--- config.mk ---
export PLATFORM = sky130hd
export DESIGN_NAME = frame_buffer_manager
export DESIGN_NICKNAME = d
export VERILOG_FILES = /design/src/rtl/fbm_pkg.sv /design/src/rtl/frame_buffer_manager.sv
export SDC_FILE = /design/constraint.sdc
export NUM_CORES = 1
export LEC_CHECK = 0
export ABC_AREA = 1
export CORE_AREA = 2 2 99 101
export DETAILED_ROUTE_END_ITERATION = 7
export DIE_AREA = 0 0 101 103
export GPL_TIMING_DRIVEN = 0
export PLACE_DENSITY = 0.69
export SYNTH_ARGS = -nofsm -noshare
export SYNTH_HDL_FRONTEND = slang
export SYNTH_SLANG_ARGS = --single-unit
--- constraint.sdc ---
create_clock -name clk -period 2.6 [get_ports clk]
set_input_delay 0.39 -clock clk [delete_from_list [all_inputs] [get_ports clk]]
set_output_delay 0.39 -clock clk [all_outputs]
set_load 0.05 [all_outputs]
--- src/rtl/fbm_pkg.sv ---
// Shared definitions for frame_buffer_manager: statistics counter width,
// the largest supported buffer count and the writer's free-buffer selection.
package fbm_pkg;

    localparam int STATS_W         = 16;
    localparam int MAX_NUM_BUFFERS = 16;

    // Next buffer for the writer after finishing a frame in buffer wr.
    // The following buffer is used unless the reader holds it; then the
    // writer skips one further. With at least three buffers the result is
    // never wr and never rd.
    function automatic int unsigned next_free_idx(input int unsigned wr,
                                                  input int unsigned rd,
                                                  input int unsigned n);
        int unsigned n1;
        n1 = (wr + 1) % n;
        if (n1 == rd) begin
            n1 = (wr + 2) % n;
        end
        return n1;
    endfunction

endpackage

--- src/rtl/frame_buffer_manager.sv ---
// Tear-free N-buffer frame store controller.
// Tracks the buffer being written, the buffer being scanned out and the
// newest complete frame. The writer never targets the reader's buffer; the
// reader picks up the newest complete frame at each of its frame starts.
// Optional feature macro: FRAME_BUFFER_MANAGER_STATS_EN enables the
// drop_count / repeat_count statistics; otherwise both ports read 0.
//
// Event semantics: wr_finish and rd_start are single-cycle events with no
// backpressure. Every high cycle is one event and is accepted in that
// cycle; all outputs reflect it on the following cycle.
module frame_buffer_manager
    import fbm_pkg::*;
#(
    parameter int NUM_BUFFERS = 3,
    parameter int BUFFER_SIZE = 1 << 23,
    parameter int ADDR_WIDTH  = 32,
    localparam int IDX_W      = $clog2(NUM_BUFFERS)
) (
    input  logic                  clk,
    input  logic                  reset,
    input  logic [ADDR_WIDTH-1:0] base_address,
    input  logic                  wr_finish,
    input  logic                  rd_start,
    output logic [ADDR_WIDTH-1:0] wr_address,
    output logic [ADDR_WIDTH-1:0] rd_address,
    output logic                  rd_valid,
    output logic [IDX_W-1:0]      wr_idx,
    output logic [IDX_W-1:0]      rd_idx,
    output logic [STATS_W-1:0]    drop_count,
    output logic [STATS_W-1:0]    repeat_count
);

    logic [IDX_W-1:0] latest_idx;
    logic             latest_new;

    logic [IDX_W-1:0] nxt_wr_idx;
    logic [IDX_W-1:0] nxt_rd_idx;
    logic [IDX_W-1:0] nxt_latest_idx;
    logic             nxt_latest_new;
    logic             nxt_rd_valid;

    // Start address of buffer idx; the multiply is by a constant.
    function automatic logic [ADDR_WIDTH-1:0] addr_of(input logic [ADDR_WIDTH-1:0] base,
                                                      input logic [IDX_W-1:0]      idx);
        return base + ADDR_WIDTH'(idx) * ADDR_WIDTH'(BUFFER_SIZE);
    endfunction

    // Next-state selection for the buffer indices and the latest-frame flag.
    always_comb begin
        nxt_wr_idx     = wr_idx;
        nxt_rd_idx     = rd_idx;
        nxt_latest_idx = latest_idx;
        nxt_latest_new = latest_new;
        nxt_rd_valid   = rd_valid;
        if (wr_finish && rd_start) begin
            // Reader takes the just-finished frame; the old reader buffer is
            // released, so the writer simply advances by one.
            nxt_rd_idx     = wr_idx;
            nxt_latest_idx = wr_idx;
            nxt_latest_new = 1'b0;
            nxt_rd_valid   = 1'b1;
            nxt_wr_idx     = IDX_W'((32'(wr_idx) + 32'd1) % 32'(NUM_BUFFERS));
        end else if (wr_finish) begin
            nxt_latest_idx = wr_idx;
            nxt_latest_new = 1'b1;
            nxt_wr_idx     = IDX_W'(next_free_idx(32'(wr_idx), 32'(rd_idx),
                                                  32'(NUM_BUFFERS)));
        end else if (rd_start) begin
            if (latest_new) begin
                nxt_rd_idx     = latest_idx;
                nxt_latest_new = 1'b0;
                nxt_rd_valid   = 1'b1;
            end
        end
    end

    // Index, flag and address registers; addresses are computed from the
    // next indices so they line up with the index outputs.
    always_ff @(posedge clk) begin
        if (reset) begin
            wr_idx     <= '0;
            rd_idx     <= IDX_W'(NUM_BUFFERS - 1);
            latest_idx <= '0;
            latest_new <= 1'b0;
            rd_valid   <= 1'b0;
            wr_address <= base_address;
            rd_address <= addr_of(base_address, IDX_W'(NUM_BUFFERS - 1));
        end else begin
            wr_idx     <= nxt_wr_idx;
            rd_idx     <= nxt_rd_idx;
            latest_idx <= nxt_latest_idx;
            latest_new <= nxt_latest_new;
            rd_valid   <= nxt_rd_valid;
            wr_address <= addr_of(base_address, nxt_wr_idx);
            rd_address <= addr_of(base_address, nxt_rd_idx);
        end
    end

`ifdef FRAME_BUFFER_MANAGER_STATS_EN
    logic               drop_inc;
    logic               repeat_inc;
    logic [STATS_W-1:0] drop_q;
    logic [STATS_W-1:0] repeat_q;

    // A finished frame is dropped when the previous one was never shown;
    // a reader start without a new frame repeats the current one.
    assign drop_inc   = wr_finish & latest_new;
    assign repeat_inc = rd_start & ~wr_finish & ~latest_new;

    // Saturating statistics counters.
    always_ff @(posedge clk) begin
        if (reset) begin
            drop_q   <= '0;
            repeat_q <= '0;
        end else begin
            if (drop_inc && (drop_q != '1)) begin
                drop_q <= drop_q + 1'b1;
            end
            if (repeat_inc && (repeat_q != '1)) begin
                repeat_q <= repeat_q + 1'b1;
            end
        end
    end

    assign drop_count   = drop_q;
    assign repeat_count = repeat_q;
`else
    assign drop_count   = '0;
    assign repeat_count = '0;
`endif

endmodule

==> out/metrics.yaml <==
run_status:
  outcome: "finished, violations left"
  failed_checks: "negative setup slack"
sta:
  holdWs_ns: 0.388
  relSlewSlack_pct: 64.8
  drv_slew: 0
  hold_violations: 0
  rsz0062_at_grt: "true"
  tightest_slew_ns: 0.527
  fmaxAchievable_mhz: 380
  layout_setup_ws_ns: -0.0348
  skew_ns: 0.0126
  setup-violations-final: 4
  fin_crit_ns: 2.63
  fin_crit_sh_pct: 101
yosys:
  syn_area_per_cell_um2: 8.97
  yosys.area_share.adder_pct: 8.38
  yosys_register_bits: 49
  synthXorXnorAreaFrac_pct: 5.41
  synth_compound_gate_area_share_pct: 4.85
  synthMuxAreaShare_pct: 0
  synth_simple_gate_area_share_pct: 14.3
  synth.yosys.seq_area_share_pct: 43.2
  synthDistinctLibCells: 26
  syn_area_mm2: 0.00227
  synth_top_family_by_area: "buffers and inverters"
  ys_warn_count: 0
  syn_inst: 253
clock_tree:
  clkTransAtPathRegs_ns: 0.09
  cts.path.max_buffers: 2
  clock_latency_ns: 0.30
  holdBufCountCts: 0
  cts_tree: "built"
  clock_sinks: 49
  h-tree-depth: 2
  cts-root-buf: "clkbuf_8"
  cts_buffers: 5
worst_setup_path:
  path_cells: "inv_4 > ha_4 > nand3_4 > ha_4 > inv_2 > nand3_2 > o21ai_2 > buf_4 > nand3_2 > nand3_2 > nand2_2 > inv_2 > ha_4 > fa_2 > buf_4 > nand2_2 > xor2_1 > inv_1"
  arrival_ns: 2.83
  path_class: "flip-flop to flip-flop"
  max_stage_delay_ns: 0.40
  critPathLaunchType: "flip-flop"
  crit_fanout: 5
  rr_startpoint: "wr_idx[0]$_SDFF_PP0_"
  crit_start: "wr_idx[0]$_SDFF_PP0_"
  cp_slowest_cell: "dfxtp_4"
  crit_path_end_kind: "flip-flop"
  crit_required_ns: 2.80
floorplan:
  die_w_um: 101
  die_area_mm2: 0.0104
  start_util_pct: 24.0
  rows: 36
  ios: 137
  core_area_mm2: 0.00946
  die_h_um: 103
routing:
  drt_pass1_iterations: 4
  vias: 1954
  antenna_left: 0
  routed_via_density: 3.76
  first_iter_violations: 63
  drc_errors: 0
  wirelength_mm: 5.42
  wl_per_cell_um: 10.4
cells_and_area:
  design_area_mm2: 0.00390
  final_util_pct: 41.2
  syn2layout_area_growth_pct: 71.9
  n_antenna_cell: 0
  drive_gt1_share_pct: 28.3
  fin_nets: 455
global_route:
  grt_pass1_wl_mm: 7.91
  overflow: 0
  antenna_found_initial: 0
  grt_max_degree: 16
  track_usage_pct: 9.82
  grt_pass1_vias: 1792
pwr:
  finalPower_mw: 2.13
  vdd_drop_max_mv: 0.179
  p_per_area_mw_per_mm2: 546
  p_leak_nw: 1.82
place:
  port_buffers: 104
  place_ws_ns: -0.204
  dp_hpwl_mm: 4.38
  placed_area_mm2: 0.00361
  gp_congestion: 0.840
run:
  max_cap_viol_count: 0
min_path:
  hold_path_class: "input pin to flip-flop"
  holdCritStartpoint: "rd_start"
==> critical path, delay by kind of cell, from the launching register on <==
family	cells	cell delay, ns
adder cells (fa/ha/maj)	4	1.05
buffers and inverters	6	0.48
flip-flops	1	0.40
AND/OR/NAND/NOR	6	0.40
XOR/XNOR	1	0.15
AO/OA/AOI/OAI	1	0.07
==> synthesized netlist by cell type <==
library cell	n	share of area [%]
nor2_2	2	0.55
nand3_1	6	1.3
fa_1	2	1.8
dfxtp_1	49	43
xor2_1	13	5.0
xnor2_1	1	0.39
buf_6	1	0.50
a21oi_1	4	0.88
inv_1	28	4.6
o21a_1	1	0.33
nand2_1	42	6.9
o21ai_2	2	0.77
o31ai_1	1	0.33
nand3_2	3	1.3
a22oi_1	2	0.66
inv_2	2	0.33
o21bai_1	1	0.33
nor3_2	3	1.3
conb_1	1	0.17
o211ai_1	2	0.66
buf_4	55	18
nor2_1	14	2.3
ha_1	12	6.6
nor3_1	1	0.22
nand4_1	1	0.28
o21ai_0	4	0.88
==> layout by cell type (no fill, tap or decap), drive strengths merged <==
cell	instances
clkdlybuf4s50	103
clkbuf	6
a22oi	2
o31ai	1
buf	66
nand4	1
o21ai	6
o21a	1
xor2	13
fa	2
inv	31
nor3	4
dlymetal6s2s	1
a21oi	4
nand3	9
xnor2	1
o211ai	2
ha	12
nand2	42
conb	32
clkinvlp	1
nor2	16
o21bai	1
dfxtp	49
==> per-stage QoR <==
stage	std cells	TNS, ns
2_1_floorplan	284	-0.0224
3_3_place_gp	502	-0.610
3_5_place_dp	502	-1.26
4_1_cts	516	-0.256
5_1_grt	520	-0.657
6_report	520	-0.0633
==> registers in the layout, indices dropped and copies added, names as in the netlist <==
register and count:
rd_valid 1, latest_idx 2, wr_idx 2, rd_address 32, wr_address 9, rd_idx 2
latest_new 1
==> power breakdown <==
group          leakage (nW)  internal, mW  switching [mW]
registers             0.413         0.807          0.0321
logic                  1.37         0.317           0.535
clock network        0.0417         0.191           0.248
==> final timing paths <==
kind                              to  slack, ns  depth (start not counted)
max           wr_address[25]$_DFF_P_      -0.03                         18
min          latest_new$_SDFFE_PP0P_       0.39                          2
max reg2reg   wr_address[25]$_DFF_P_      -0.03                         18
min reg2reg    rd_valid$_SDFFE_PP0P_       0.49                          2
==> layer usage <==
| metal | vias to the layer above | GRT usage (%) | share of wire [%] |
|---|---|---|---|
| li1 | 998 | - | - |
| met1 | 838 | 9.90 | 38 |
| met2 | 113 | 18.5 | 49 |
| met3 | 5 | 3.53 | 12 |
| met4 | 0 | 3.85 | 1.5 |
| met5 | - | 0 | 0 |
==> final cells by class <==
cell class	count	area (um^2)
fillers	910	5560
flip-flops and latches	49	988
multi-input cells	149	1020
repair buffers	114	1120
inverters	30	118
plain buffers	56	424
clock buffers	6	72.6
clock inverters	2	13.8
well taps	114	143
==> cells by family (layout without fill, tap and decap cells) <==
family                     Yosys count  after routing
buffers and inverters               86            208
and+or+nand+nor                     72             72
DFF                                 49             49
AOI/OAI and AO/OA                   17             17
adders and majority gates           14             14
xor gates and xnor gates            14             14
other                                1             32
==> timing repair <==
action,CTS,global route
setup buffers,6,4
resized for setup,12,18
setup endpoints to repair,8,10
pin swaps,10,12
Power figures use the tool's default switching activity.
